File: config.mk
export PLATFORM = sky130hd
export DESIGN_NAME = legv8_mc_ctrl
export DESIGN_NICKNAME = d
export VERILOG_FILES = /design/src/rtl/legv8_pkg.sv /design/src/rtl/legv8_wait_timer.sv /design/src/rtl/legv8_mc_ctrl.sv
export SDC_FILE = /design/constraint.sdc
export NUM_CORES = 1
export LEC_CHECK = 0
export CORE_ASPECT_RATIO = 0.75
export CORE_MARGIN = 1.5
export CORE_UTILIZATION = 44
export CTS_CLUSTER_SIZE = 10
export DETAILED_ROUTE_END_ITERATION = 7
export PLACE_DENSITY = 0.75
export SYNTH_ARGS = -nofsm -noshare
export SYNTH_HDL_FRONTEND = slang
export SYNTH_SLANG_ARGS = --single-unit
File: constraint.sdc
create_clock -name clk -period 1.75 [get_ports clk]
set_input_delay 0.35 -clock clk [delete_from_list [all_inputs] [get_ports clk]]
set_output_delay 0.35 -clock clk [all_outputs]
set_load 0.02 [all_outputs]
File: src/rtl/legv8_pkg.sv
// rtl/legv8_pkg.sv - shared state encodings and defaults for the LEGv8 multicycle controller
package legv8_pkg;

    typedef enum logic [2:0] {
        S_IDLE   = 3'd0,
        S_FETCH  = 3'd1,
        S_DECODE = 3'd2,
        S_EXEC   = 3'd3,
        S_MEM    = 3'd4,
        S_WB     = 3'd5,
        S_FAULT  = 3'd6
    } state_t;

    localparam int MEM_TIMEOUT_DEFAULT = 255;

endpackage

File: src/rtl/legv8_wait_timer.sv
// rtl/legv8_wait_timer.sv - 8-bit memory wait counter, restarted on each wait-state entry
module legv8_wait_timer
    import legv8_pkg::*;
#(
    parameter int LIMIT = MEM_TIMEOUT_DEFAULT
) (
    input  logic clk,
    input  logic reset,
    input  logic start,
    input  logic tick,
    output logic expired
);

    logic [7:0] count;

    // Saturates so a stalled count can never wrap back below LIMIT.
    always_ff @(posedge clk) begin
        if (reset || start) begin
            count <= 8'd0;
        end else if (tick && (count != 8'hFF)) begin
            count <= count + 8'd1;
        end
    end

    assign expired = (count == LIMIT[7:0]);

endmodule

File: src/rtl/legv8_mc_ctrl.sv
// rtl/legv8_mc_ctrl.sv - LEGv8 multicycle control FSM with memory timeout and retire counter
module legv8_mc_ctrl
    import legv8_pkg::*;
#(
    parameter int MEM_TIMEOUT = MEM_TIMEOUT_DEFAULT
) (
    input  logic        clk,
    input  logic        reset,
    input  logic        run,
    input  logic        Uncondbranch,
    input  logic        Branch,
    input  logic        MemRead,
    input  logic        MemWrite,
    input  logic        MemtoReg,
    input  logic        RegWrite,
    input  logic        cb_invert,
    input  logic        zero,
    input  logic        imem_ready,
    input  logic        dmem_ready,
    output logic        imem_req,
    output logic        ir_write,
    output logic        dmem_req,
    output logic        dmem_we,
    output logic        rf_we,
    output logic        pc_write,
    output logic        pc_src,
    output logic [2:0]  state,
    output logic [31:0] retired,
    output logic        fault
);

    state_t      state_q;
    state_t      state_d;
    logic [31:0] retired_q;
    logic        expired;
    logic        timer_start;
    logic        timer_tick;
    logic        taken;
    logic        unused_ctrl;

    // Writeback selection is a datapath concern; the controller only routes the load.
    assign unused_ctrl = MemtoReg;
    assign taken       = zero ^ cb_invert;

    always_ff @(posedge clk) begin
        if (reset) begin
            state_q <= S_IDLE;
        end else begin
            state_q <= state_d;
        end
    end

    always_comb begin
        state_d = state_q;
        case (state_q)
            S_IDLE:   if (run) state_d = S_FETCH;
            S_FETCH: begin
                if (imem_ready)   state_d = S_DECODE;
                else if (expired) state_d = S_FAULT;
            end
            S_DECODE: state_d = S_EXEC;
            S_EXEC: begin
                if (Uncondbranch || Branch)   state_d = S_FETCH;
                else if (MemRead || MemWrite) state_d = S_MEM;
                else if (RegWrite)            state_d = S_WB;
                else                          state_d = S_FETCH;
            end
            S_MEM: begin
                if (dmem_ready)   state_d = MemRead ? S_WB : S_FETCH;
                else if (expired) state_d = S_FAULT;
            end
            S_WB:     state_d = S_FETCH;
            S_FAULT:  state_d = S_FAULT;
            default:  state_d = S_FAULT;
        endcase
    end

    always_comb begin
        imem_req = 1'b0;
        ir_write = 1'b0;
        dmem_req = 1'b0;
        dmem_we  = 1'b0;
        rf_we    = 1'b0;
        pc_write = 1'b0;
        pc_src   = 1'b0;
        case (state_q)
            S_FETCH: begin
                imem_req = 1'b1;
                ir_write = imem_ready;
            end
            S_EXEC: begin
                if (Uncondbranch) begin
                    pc_write = 1'b1;
                    pc_src   = 1'b1;
                end else if (Branch) begin
                    pc_write = 1'b1;
                    pc_src   = taken;
                end else if (!(MemRead || MemWrite || RegWrite)) begin
                    pc_write = 1'b1;
                end
            end
            S_MEM: begin
                dmem_req = 1'b1;
                dmem_we  = MemWrite;
                pc_write = dmem_ready && !MemRead;
            end
            S_WB: begin
                rf_we    = 1'b1;
                pc_write = 1'b1;
            end
            default: ;
        endcase
    end

    // The counter restarts on every fresh entry into a wait state and counts cycles without ready.
    assign timer_start = (state_d != state_q) && ((state_d == S_FETCH) || (state_d == S_MEM));
    assign timer_tick  = ((state_q == S_FETCH) && !imem_ready) || ((state_q == S_MEM) && !dmem_ready);

    legv8_wait_timer #(
        .LIMIT(MEM_TIMEOUT)
    ) u_wait_timer (
        .clk     (clk),
        .reset   (reset),
        .start   (timer_start),
        .tick    (timer_tick),
        .expired (expired)
    );

    always_ff @(posedge clk) begin
        if (reset) begin
            retired_q <= 32'd0;
        end else if (pc_write) begin
            retired_q <= retired_q + 32'd1;
        end
    end

    assign state   = state_q;
    assign retired = retired_q;
    assign fault   = (state_q == S_FAULT);

endmodule

### After elaboration in Yosys (flattened, before gate mapping)

Index checks and enable logic that the tools add are counted.

* flip-flop bits (word level): 43
* output and inout port bits: 43
* bits of input ports: 13

* reductions and logical operators: 15
* bitwise gates (word level): 1
* multiplexer cells: 21
* $add $sub $neg: 2
* eq/ne operators: 11

Operators by type and width (number)
* $add A32 B1 Y32 const B: 1
* $mux W3: 8
* $pmux W3 S6: 1
* $eq A3 B3 Y1 const B: 4
* $mux W1: 11
* $add A8 B1 Y8 const B: 1
* $eq A8 B8 Y1 const B: 1
* $ne A8 B8 Y1 const B: 1
* $eq A3 B1 Y1 const B: 2
* $eq A3 B2 Y1 const B: 2
* $logic_or A1 B1 Y1: 6
* $logic_and A1 B1 Y1: 5
* $logic_not A1 Y1: 3
* $logic_not A3 Y1: 1
* $ne A3 B3 Y1: 1
* $pmux W1 S3: 1
* $xor A1 B1 Y1: 1

### Depth between registers and ports, before layout

* depth after elaboration: 8
* depth in mapped cells: 8
* depth with buffers taken out: 7

### Modules after synthesis

From an unflattened synthesis, not the netlist that was laid out.

* cell total of the unflattened synthesis: 281
* area, all modules: 2388.5 sq um

Modules (own cells, without submodules)
* legv8_mc_ctrl: area each 1963.1 sq um, cells an instance 232, times used 1, sequential area each 700.7 sq um
* legv8_wait_timer: area each 425.4 sq um, cells an instance 49, times used 1, sequential area each 160.2 sq um

### Least setup slack after synthesis

Ideal clock, no wire load.

* kind: flip-flop to flip-flop
* start point: register state_q[0], in the netlist state[0]
* end point: register u_wait_timer.count[2]
* required time: 1.618 ns
* period minus slack after synthesis: 1.987 ns
* path slack: -0.237 ns
* stages on the path, launching flop included: 7
* setup time: 0.132 ns
* arrival: 1.855 ns
* path through: dfxtp_1 buf_2 nor4b_2 a211oi_1 or4_4 a21oi_4 nor3_1

* longest elaborated chain between the ends: 7
* elaborated cells between the ends (all ways): 21
* those cells by class: eq/ne: 8; mux: 5; reduce/logical: 8

RTL lines
* start, declared: line legv8_mc_ctrl.sv:32 `state_t state_q;`
* start signal, assigned: line legv8_mc_ctrl.sv:49 `state_q <= state_d;`
* $mux W3: line legv8_mc_ctrl.sv:59, legv8_mc_ctrl.sv:70
* $mux W3 (on tied branches): line legv8_mc_ctrl.sv:69, legv8_mc_ctrl.sv:58
* $pmux W3 S6: line legv8_mc_ctrl.sv:55 `case (state_q)`
* $eq A3 B1 Y1 or $eq A3 B3 Y1 (tied branches): line legv8_mc_ctrl.sv:116 `assign timer_start = (state_d != state_q) && ((state_d == S_FETCH) || (state_d == S_MEM));`
* $logic_or A1 B1 Y1: line legv8_mc_ctrl.sv:116
* $logic_and A1 B1 Y1: line legv8_mc_ctrl.sv:116
* $logic_or A1 B1 Y1: line legv8_wait_timer.sv:18 `if (reset || start) begin`
* end signal, assigned: line legv8_wait_timer.sv:21 `count <= count + 8'd1;`
* end, declared: line legv8_wait_timer.sv:14 `logic [7:0] count;`

Parallel ways exist; a longest one is shown, timed or not.
A chain may end at the register's enable or synchronous reset.

### Final worst setup path

* start point: register u_wait_timer.count[0]
* end point: register u_wait_timer.count[4]

* longest elaborated chain between the ends: 8
* elaborated cells between the ends (all ways): 14
* those cells by class: add/sub: 1; eq/ne: 5; mux: 4; reduce/logical: 4

RTL lines
* $eq A8 B8 Y1: line legv8_wait_timer.sv:25 `assign expired = (count == LIMIT[7:0]);`
* $mux W3: line legv8_mc_ctrl.sv:59, legv8_mc_ctrl.sv:70
* $mux W3 (on tied branches): line legv8_mc_ctrl.sv:69, legv8_mc_ctrl.sv:58
* $pmux W3 S6: line legv8_mc_ctrl.sv:55
* $eq A3 B1 Y1 or $eq A3 B3 Y1 (tied branches): line legv8_mc_ctrl.sv:116
* $logic_or A1 B1 Y1: line legv8_mc_ctrl.sv:116
* $logic_and A1 B1 Y1: line legv8_mc_ctrl.sv:116
* $logic_or A1 B1 Y1: line legv8_wait_timer.sv:18

Parallel ways exist; a longest one is shown, timed or not.

==> impl_metrics.csv <==
group,metric,value,unit
status,run_status,"finished with violations",
status,violations_in_the_final_reports,"setup timing",
logic_synthesis,count_of_synthesis_stage_warnings_from_yosys,0,
logic_synthesis,ys_async_sr_fraction,0,%
clock_tree,cts-buffers-inserted,5,
timing,tns,-1.31,ns
critical_path,cp_data_required_time,1.93,ns
placed_design,dp_hpwl,3.72,mm
power_and_ir_drop,worst_ir_drop_vdd,0.000401,V
global_routing,grt_pass1_vias,1932,
clock_tree,clk_latency,0.30,ns
layout,drive_above_1_share,35.9,%
global_routing,maximum_number_of_pins_on_one_net_before_global_route_repair,44,
global_routing,track_usage,21.7,%
timing,slew_viol_final,0,
drt,routed_wl,6.03,mm
clock_tree,cts_root_buffer,"sky130_fd_sc_hd__clkbuf_8",
power_and_ir_drop,power_per_cell_area,534,nW/um^2
logic_synthesis,synth.distinct_cells,44,
floorplan,die_height,63.3,um
floorplan,die_wd,83.3,um
timing,setup_slack,-0.156,ns
flow_run,max_cap_viol_count,0,
critical_path,worstPathMaxFanout,8,
timing,timing.final.crit_share,109,%
critical_path,timing.reg2reg.setup_slack,-0.16,ns
logic_synthesis,synth.ff_latch_count,43,
timing,grt_setup_unrepaired,"yes",
timing,fmax,0.525,GHz
logic_synthesis,synth-seq-area-share,40.4,%
clock_tree,cts.htree.levels,2,
worst_hold_path,hold_class,"reg -> reg",
timing,setup_viol,12,
drt,drt_drc_violations_left,0,
critical_path,worst-setup-path-type,"reg -> reg",
logic_synthesis,number_of_enable_flip_flop_cells_after_synthesis,0,
logic_synthesis,postSynthCellCount,245,
drt,vias_per_cell,5.23,
drt,drt_pre_antenna_iters,4,
logic_synthesis,synth_top_cell_by_area,"sky130_fd_sc_hd__dfxtp_1",
floorplan,io_pins,56,
layout,layout_stage_area_growth_over_the_synthesis_result,63.4,%
layout,finish.utilization,76.5,%
logic_synthesis,synthesis.area,2130,um^2
critical_path,endpoint,"u_wait_timer.count[4]",
critical_path,regToRegEndpoint,"u_wait_timer.count[4]",
timing,worst_skew,0.00933,ns
timing,timing.max_slew.rel_slack,73.0,%
placed_design,preCtsSetupSlack,-0.667,ns
clock_tree,clk_path_buf_depth,2,
clock_tree,cts_sinks,43,
floorplan,floorplan.rows,21,
logic_synthesis,ys_dominant_reg_cell,"sky130_fd_sc_hd__dfxtp_1",
critical_path,cp-end-kind,"register",
layout,final_nets,368,
layout,num_antenna_cells,0,
timing,tightest_slew,0.403,ns
logic_synthesis,synth.most_common_cell,"sky130_fd_sc_hd__dfxtp_1",
critical_path,worst_path_arrival_time,2.08,ns
placed_design,routabilityCongestion,0.804,
drt,detail-route-antenna-nets,0,
global_routing,grt_pass1_wl,9.33,mm
clock_tree,cts_tree,"yes",
placed_design,io_buffer_count,54,
logic_synthesis,netlist_top_cells_area,"sky130_fd_sc_hd__dfxtp_1 (40%), sky130_fd_sc_hd__xor2_1 (11%), sky130_fd_sc_hd__nor2_1 (7.2%)",
global_routing,number_of_antenna_violations_at_the_first_check_in_global_routing,0,
timing,timing_hold_violations_final,0,
power_and_ir_drop,cellLeakagePower,1.50,nW
global_routing,grt-ovfl-total,0,
clock_tree,clkSlewWorstSetupHoldPaths,0.08,ns
drt,dr_total_vias,2148,
floorplan,core-area,4550,um^2
logic_synthesis,synthDominantCellAreaShare,40.4,%
drt,detailedRoute.firstIterationViolations,139,
drt,post_drt_wl_per_cell,14.7,um
logic_synthesis,syn_avg_cell_area,8.69,um^2
timing,post-route-min-period,1.91,ns
critical_path,crit-reg2reg-launch,"u_wait_timer.count[0]",
floorplan,start_util,46.8,%
critical_path,worstSetupStartpointType,"register",
critical_path,startpoint,"u_wait_timer.count[0]",
logic_synthesis,netlist_top_cells_count,"sky130_fd_sc_hd__dfxtp_1 (43), sky130_fd_sc_hd__nor2_1 (41), sky130_fd_sc_hd__xor2_1 (27)",
clock_tree,cts_hold_buf,0,
floorplan,floorplan.die_area,5270,um^2
critical_path,worstRegToRegCells,9,
logic_synthesis,synth_fp_nets,260,
[cell type report]
type / instances / area, um^2
clock buffers: 5 / 68.8
clock inverters: 3 / 15.0
fillers: 309 / 1070
inverters: 4 / 15.0
multi-input cells: 188 / 1410
flip-flops and latches: 43 / 905
well taps: 57 / 71.3
repair buffers: 111 / 1000
[critical path: stages, from the launching register on]
cell	delay, ns
sky130_fd_sc_hd__dfxtp_2	0.36
sky130_fd_sc_hd__ha_4	0.15
sky130_fd_sc_hd__nand3_4	0.09
sky130_fd_sc_hd__nor2_4	0.13
sky130_fd_sc_hd__buf_6	0.12
sky130_fd_sc_hd__nor2b_4	0.03
sky130_fd_sc_hd__or4_4	0.52
sky130_fd_sc_hd__a21oi_4	0.19
sky130_fd_sc_hd__buf_12	0.15
sky130_fd_sc_hd__nor3_2	0.05
[worst min path at each step]
stage,start,to,slack (ns),cells past startpoint
floorplan,u_wait_timer.count[7],u_wait_timer.count[7],0.51,2
global placement,retired[25],retired[25],0.48,2
detailed placement,retired[31],retired[31],0.50,2
CTS,retired[31],retired[31],0.51,2
global route,retired[31],retired[31],0.51,2
finish,retired[31],retired[31],0.51,2
[cells in the final DEF (no fill, tap or decap), types with 2 or more instances in the layout]
master / instances
sky130_fd_sc_hd__nand3_4: 2
sky130_fd_sc_hd__nand2_1: 13
sky130_fd_sc_hd__clkbuf_2: 3
sky130_fd_sc_hd__nand2b_1: 2
sky130_fd_sc_hd__nor2_4: 2
sky130_fd_sc_hd__buf_4: 50
sky130_fd_sc_hd__clkinv_1: 2
sky130_fd_sc_hd__clkdlybuf4s50_1: 32
sky130_fd_sc_hd__clkbuf_8: 5
sky130_fd_sc_hd__dfxtp_1: 30
sky130_fd_sc_hd__dfxtp_2: 2
sky130_fd_sc_hd__buf_6: 8
sky130_fd_sc_hd__nor4b_4: 2
sky130_fd_sc_hd__nand4_1: 12
sky130_fd_sc_hd__nor2b_4: 2
sky130_fd_sc_hd__nor2_1: 39
sky130_fd_sc_hd__dlygate4sd2_1: 6
sky130_fd_sc_hd__buf_12: 3
sky130_fd_sc_hd__nor2b_1: 2
sky130_fd_sc_hd__a21oi_1: 7
sky130_fd_sc_hd__dfxtp_4: 11
sky130_fd_sc_hd__dlymetal6s2s_1: 4
sky130_fd_sc_hd__nand3_1: 7
sky130_fd_sc_hd__buf_2: 3
sky130_fd_sc_hd__and4_4: 2
sky130_fd_sc_hd__inv_1: 3
sky130_fd_sc_hd__nor3_2: 5
sky130_fd_sc_hd__o311a_1: 2
sky130_fd_sc_hd__and3_2: 2
sky130_fd_sc_hd__mux2i_1: 2
sky130_fd_sc_hd__or3_1: 4
sky130_fd_sc_hd__nand2b_4: 2
sky130_fd_sc_hd__and3_1: 10
sky130_fd_sc_hd__xor2_1: 26
sky130_fd_sc_hd__nor3_1: 5
sky130_fd_sc_hd__xnor2_1: 7
sky130_fd_sc_hd__o21ai_0: 5
[layer usage]
metal	global-route usage, %	routed length [um]
met1	30.3	2840
met2	33.8	2750
met3	4.85	359
met4	5.63	80
met5	0	0
[per-stage QoR]
stage               instance area [um^2]  hold slack (ns)  power, mW  cells
floorplan                           2200            0.514       1.10    245
global placement                    3090            0.481       1.21    388
detailed placement                  3090            0.495       1.21    388
CTS                                 3300            0.509       1.82    401
global route                        3480            0.513       1.95    411
finish                              3480            0.511       1.86    411
[power by group]
part           internal (mW)  switching, mW  total [mW]
logic                  0.129          0.129       0.258
registers              0.970         0.0116       0.982
clock network          0.271          0.346       0.618
[kinds of logic after synthesis]
| family | share of synthesized area (%) |
|---|---|
| compound gates | 7.46 |
| xor+xnor | 14.4 |
| fa+ha+maj | 1.17 |
| buf+inv | 3.11 |
| flops | 40.4 |
| mux | 0.940 |
| simple gates | 32.5 |
[sequential cells by signal, summed over array words and instances, names as in the netlist]
register            count
retired                32
state                   3
u_wait_timer.count      8
[what timing repair did]
item,in CTS,in global routing
cloned,0,1
pin swaps,16,13
buffers inserted,5,9
gates resized for setup,67,36
setup endpoints to repair,49,37
Power figures use the tool's default switching activity.
